<file path="src/rtl/bin2bcd_seq.sv">
// bin2bcd_seq: sequential double-dabble binary-to-BCD converter.
// It converts one value in BIN_W shift cycles, then spends one cycle
// registering the result. The opcode travels with the value so that the
// display sees the digits and the opcode change on the same cycle.
// If the value needs more than DIGITS decimal digits, the output is
// saturated to all nines and the overflow flag is set.
module bin2bcd_seq #(
    parameter int BIN_W  = 32,
    parameter int DIGITS = 8
) (
    input  logic                  clk,
    input  logic                  rst,
    input  logic                  in_valid,
    output logic                  in_ready,
    input  logic [BIN_W-1:0]      bin_in,
    input  logic [6:0]            opcode_in,
    output logic [4*DIGITS-1:0]   bcd_out,
    output logic [6:0]            opcode_out,
    output logic                  out_valid,
    output logic                  overflow
);

    // Decimal digits needed to hold any BIN_W-bit value: ceil(BIN_W*log10(2)).
    // The scratch always keeps at least one digit above DIGITS, so the
    // overflow slice is never empty.
    localparam int SCR_CALC = (BIN_W * 30103 + 99999) / 100000;
    localparam int SCR_D    = (SCR_CALC > DIGITS) ? SCR_CALC : DIGITS + 1;
    localparam int SCR_W    = 4 * SCR_D;
    localparam int OUT_W    = 4 * DIGITS;
    localparam int CNT_W    = $clog2(BIN_W + 1);
    localparam logic [CNT_W-1:0] LAST_SHIFT = CNT_W'(BIN_W - 1);

    typedef enum logic [1:0] {
        ST_IDLE    = 2'd0,
        ST_CONVERT = 2'd1,
        ST_DONE    = 2'd2
    } state_t;

    state_t             state_r, state_s;
    logic [BIN_W-1:0]   bin_r, bin_s;
    logic [SCR_W-1:0]   scr_r, scr_s, adj_s;
    logic [CNT_W-1:0]   cnt_r, cnt_s;
    logic [6:0]         op_r, op_s;
    logic [OUT_W-1:0]   bcd_r, bcd_s;
    logic [6:0]         opc_r, opc_s;
    logic               ovf_r, ovf_s;
    logic               vld_r, vld_s;
    logic               rdy_r, rdy_s;

    // Double-dabble correction: add 3 to every BCD digit that is 5 or more,
    // so that the following left shift carries correctly into the next digit.
    function automatic logic [SCR_W-1:0] dabble_adjust(input logic [SCR_W-1:0] s);
        logic [SCR_W-1:0] r;
        r = s;
        for (int i = 0; i < SCR_D; i++) begin
            if (s[4*i +: 4] >= 4'd5) begin
                r[4*i +: 4] = s[4*i +: 4] + 4'd3;
            end else begin
                r[4*i +: 4] = s[4*i +: 4];
            end
        end
        return r;
    endfunction

    // Next-state logic, datapath updates and output register values.
    always_comb begin
        state_s = state_r;
        bin_s   = bin_r;
        scr_s   = scr_r;
        cnt_s   = cnt_r;
        op_s    = op_r;
        bcd_s   = bcd_r;
        opc_s   = opc_r;
        ovf_s   = ovf_r;
        vld_s   = 1'b0;
        adj_s   = dabble_adjust(scr_r);
        case (state_r)
            ST_IDLE: begin
                if (in_valid) begin
                    bin_s   = bin_in;
                    scr_s   = {SCR_W{1'b0}};
                    op_s    = opcode_in;
                    cnt_s   = {CNT_W{1'b0}};
                    state_s = ST_CONVERT;
                end else begin
                    state_s = ST_IDLE;
                end
            end
            ST_CONVERT: begin
                scr_s = {adj_s[SCR_W-2:0], bin_r[BIN_W-1]};
                bin_s = {bin_r[BIN_W-2:0], 1'b0};
                cnt_s = cnt_r + CNT_W'(1);
                if (cnt_r == LAST_SHIFT) begin
                    state_s = ST_DONE;
                end else begin
                    state_s = ST_CONVERT;
                end
            end
            ST_DONE: begin
                if (|scr_r[SCR_W-1:OUT_W]) begin
                    bcd_s = {DIGITS{4'h9}};
                    ovf_s = 1'b1;
                end else begin
                    bcd_s = scr_r[OUT_W-1:0];
                    ovf_s = 1'b0;
                end
                opc_s   = op_r;
                vld_s   = 1'b1;
                state_s = ST_IDLE;
            end
            default: begin
                state_s = ST_IDLE;
            end
        endcase
        rdy_s = (state_s == ST_IDLE);
    end

    // State, scratch and output registers; reset abandons any conversion.
    always_ff @(posedge clk or posedge rst) begin
        if (rst) begin
            state_r <= ST_IDLE;
            bin_r   <= {BIN_W{1'b0}};
            scr_r   <= {SCR_W{1'b0}};
            cnt_r   <= {CNT_W{1'b0}};
            op_r    <= 7'd0;
            bcd_r   <= {OUT_W{1'b0}};
            opc_r   <= 7'd0;
            ovf_r   <= 1'b0;
            vld_r   <= 1'b0;
            rdy_r   <= 1'b1;
        end else begin
            state_r <= state_s;
            bin_r   <= bin_s;
            scr_r   <= scr_s;
            cnt_r   <= cnt_s;
            op_r    <= op_s;
            bcd_r   <= bcd_s;
            opc_r   <= opc_s;
            ovf_r   <= ovf_s;
            vld_r   <= vld_s;
            rdy_r   <= rdy_s;
        end
    end

    assign in_ready   = rdy_r;
    assign bcd_out    = bcd_r;
    assign opcode_out = opc_r;
    assign out_valid  = vld_r;
    assign overflow   = ovf_r;

endmodule

</file>
<file path="config.mk">
export PLATFORM = sky130hd
export DESIGN_NAME = bin2bcd_seq
export DESIGN_NICKNAME = d
export VERILOG_FILES = /design/src/rtl/bin2bcd_seq.sv
export SDC_FILE = /design/constraint.sdc
export NUM_CORES = 1
export LEC_CHECK = 0
export CAP_MARGIN = 20
export CORE_UTILIZATION = 48
export CTS_CLUSTER_SIZE = 40
export DETAILED_ROUTE_END_ITERATION = 8
export DONT_BUFFER_PORTS = 1
export GPL_ROUTABILITY_DRIVEN = 1
export PLACE_DENSITY = 0.65
export REMOVE_ABC_BUFFERS = 1
export SLEW_MARGIN = 0
export SYNTH_ARGS = -nofsm -noshare
export SYNTH_HDL_FRONTEND = slang
export SYNTH_SLANG_ARGS = --single-unit
</file>
<file path="constraint.sdc">
create_clock -name clk -period 3.9 [get_ports clk]
set_input_delay 0.585 -clock clk [delete_from_list [all_inputs] [get_ports clk]]
set_output_delay 0.585 -clock clk [all_outputs]
set_load 0.02 [all_outputs]
</file>
==> summary.md <==
| Metric | Value |
|---|---|
| Run status | complete, no violations |
| CP startpoint | state_r[0] |
| CTS Hold Buffers Added | 0 |
| Syn_area_per_cell | approximately 10 µm² |
| Setup TNS | 0 ns |
| F_max | between 400 and 500 MHz |
| Reg2reg setup slack | ~1.6 ns |
| Maximum VDD drop | approximately 420 µV |
| Critical R2R Launch | state_r[0] |
| TritonCTS clock tree | done |
| Port Buf Inserts | 0 |
| Initial Util | around half |
| Max Slew Vio Count | 0 |
| Sequential Area | 0.00323 mm² |
| Placed Area | 0.00598 mm² |
| Die area | approximately 0.013 mm² |
| Synth top area cells | dfrtp_1 54%, nand2_1 6.5%, ha_1 4.9%, a22oi_1 3.9%, o21ai_0 3.6% |
| Crit Path Max Fanout | between 40 and 50 |
| Total global-route track usage | a little over a fifth |
| Core Area | 0.0120 mm² |
| Mapped Area | 0.00592 mm² |
| Layout Skew | about 0.0088 ns |
| Crit path launch type | flip-flop |
| DR top layer | met4 |
| HPWL reported at the end of detailed placement | approximately 7800 µm |
| Area of the multi-input gates | 0.00240 mm² |
| Hold Crit Class | input pin to asynchronous set/reset pin |
| First-pass GRT wire length | between 20000 and 25000 µm |
| Most common cell after layout, fill and taps aside | dfrtp_1 |
| Layout cells sized above 1 | 8.12% |
| Drt first-iter violations | about 330 |
| WL per Instance | roughly 17 µm |
| # setup viols final | 0 |
| Area Overhead vs Synth | 11.0% |
| Pin count of the biggest net entering global routing | slightly below 60 |
| Most frequent cells in the layout | 128 x dfrtp_1, 103 x nand2_1, 43 x o21ai_0 |
| Die H | between 100 and 150 µm |
| First-pass DRT Iterations | 5 |
| MaxCap Viol Count | 0 |
| Io pins | 84 |
| Yosys warns | 0 |
| Die W | roughly 110 µm |
| Grt ovf | 0 |
| Fillers | approximately 1100 |
| Top-area cell type share of the netlist area | 54.1% |
| Clock transition at path regs | around 0.060 ns |
| Initial antenna violation count | 0 |
| Routed wire length | between 10000 and 15000 µm |
| Setup repair after global routing missed its margin | false |
| Vias post-DR | around 4200 |
| M1 WL | approximately 5700 µm |
| Vias in the first global route | 4256 |
| Leak | 2.99 nW |
| Met2 Wirelength | 5720 µm |
| Setup crit end kind | flip-flop |
| Final worst path period need | 2.28 ns |
| Met3 wire length | 762 µm |
| TritonCTS Sinks | 129 |
| Crit path to | bin_r[0] |
| Flops & latches, synth | 129 |
| Register-to-Register Path Depth | 6 |
| Clock Latency Late Sink | approximately 0.42 ns |
| CTS root buf | clkbuf_16 |
| WP data required | about 4.2 ns |
| Mapped Cells | approximately 580 |
| # Post-CTS Setup Buffers | 0 |
| Num CTS Buffers | 17 |
| Antenna-violating nets left | 0 |
| FF-to-FF End | bin_r[0] |
| DR vias/cell | 5.77 |
| Worst Tran Pin Value | ~0.81 ns |
| Area leader, netlist | dfrtp_1 |
| Worst-case clock buffer depth | 2 |
| H-tree lvl count | 4 |
| Fin crit share | roughly three fifths |
| Finished layout cell area | approximately 0.0066 mm² |
| Sequential area share after synthesis | a little over half |
| Number of antenna diodes | 0 |
| PD cells | 805 mW/mm² |
| Cell Rows | 40 |
| Yosys cell types | 37 |
| # nets final | about 630 |
| CP Class | flip-flop to flip-flop |
| Placer Congestion | about 0.76 |
| Max-slew headroom | 46.1% |
| DRC violations left | 0 |
| Worst EP arrival | roughly 2.6 ns |
| Post-CTS sizing | 0 |
| Final Hold Viols | 0 |
worst max-delay path: stages, from the launching register on:
cell and delay [ns]:
dfrtp_1 0.52, buf_4 0.36, nor2_1 0.10, nor2_2 0.08, buf_4 0.33, inv_2 0.39
a22o_1 0.35
layout make-up:
cell class / count / share of cell area, %
well taps: 147 / 2.80
inverters: 23 / 1.35
multi-input cells: 385 / 36.6
flip-flops and latches: 129 / 49.1
clock inverters: 5 / 1.52
clock buffers: 27 / 7.50
repair buffers: 10 / 1.14
synth_stat cells, drive strengths merged:
cell and n:
a21oi 21, a22o 12, a22oi 31, a31oi 8
a32o 10, and3b 1, buf 30, clkbuf 10
dfrtp 128, dfstp 1, ha 23, inv 23
mux2i 10, nand2 103, nand2b 13, nand3 2
nand3b 1, nand4 1, nor2 28, nor2b 3
nor3 1, nor3b 3, nor4 1, nor4b 1
o211ai 1, o21ai 55, o22ai 13, o31ai 19
o32ai 6, xnor2 11, xor2 7
flip-flops by register name, summed over array words and instances (netlist names):
| name | flops |
|---|---|
| overflow | 1 |
| bcd_out | 32 |
| cnt_r | 6 |
| scr_r | 40 |
| opcode_out | 7 |
| op_r | 7 |
| out_valid | 1 |
| state_r | 2 |
| in_ready | 1 |
| bin_r | 32 |
cell families after synthesis:
family | count (synthesis) | share of synthesized area [%]
fa+ha+maj | 23 | 4.86
compound gates | 176 | 19.6
flops | 129 | 54.5
simple gates | 158 | 11.6
xor+xnor | 18 | 2.66
buf+inv | 63 | 5.03
mux | 10 | 1.69
where the power goes:
| group | switching (W) | total (W) | internal, W | leakage (nW) |
|---|---|---|---|---|
| clock network | 0.000542 | 0.00160 | 0.00105 | 0.290 |
| logic | 0.000819 | 0.00153 | 0.000712 | 1.02 |
| registers | 0.000395 | 0.00216 | 0.00177 | 1.69 |
worst min path at each step:
stage | slack, ns | startpoint | cells after the start | endpoint
global route | 0.23 | rst | 1 | scr_r[4]
detailed placement | 0.45 | op_r[6] | 2 | opcode_out[6]
finish | 0.17 | rst | 1 | opcode_out[6]
global placement | 0.45 | op_r[4] | 2 | opcode_out[4]
floorplan | 0.44 | op_r[0] | 2 | opcode_out[0]
CTS | 0.18 | rst | 1 | opcode_out[1]
stage by stage:
| stage | utilization, % | instances | hold WS, ns | power, W | setup slack [ns] |
|---|---|---|---|---|---|
| floorplan | - | 537 | 0.439 | 0.00333 | -0.124 |
| global route | 54.7 | 726 | 0.226 | 0.00564 | 1.41 |
| finish | 54.7 | 726 | 0.166 | 0.00529 | 1.62 |
| detailed placement | 49.8 | 694 | 0.451 | 0.00371 | 1.62 |
| CTS | 54.7 | 726 | 0.185 | 0.00533 | 1.62 |
| global placement | 49.8 | 694 | 0.448 | 0.00361 | 1.67 |
routing by layer:
layer	global-route usage [%]	up-vias
met1	27.0	2057
met3	6.86	18
met4	8.25	0
met2	32.7	106
met5	0	-
li1	-	2011
Power figures use the tool's default switching activity.
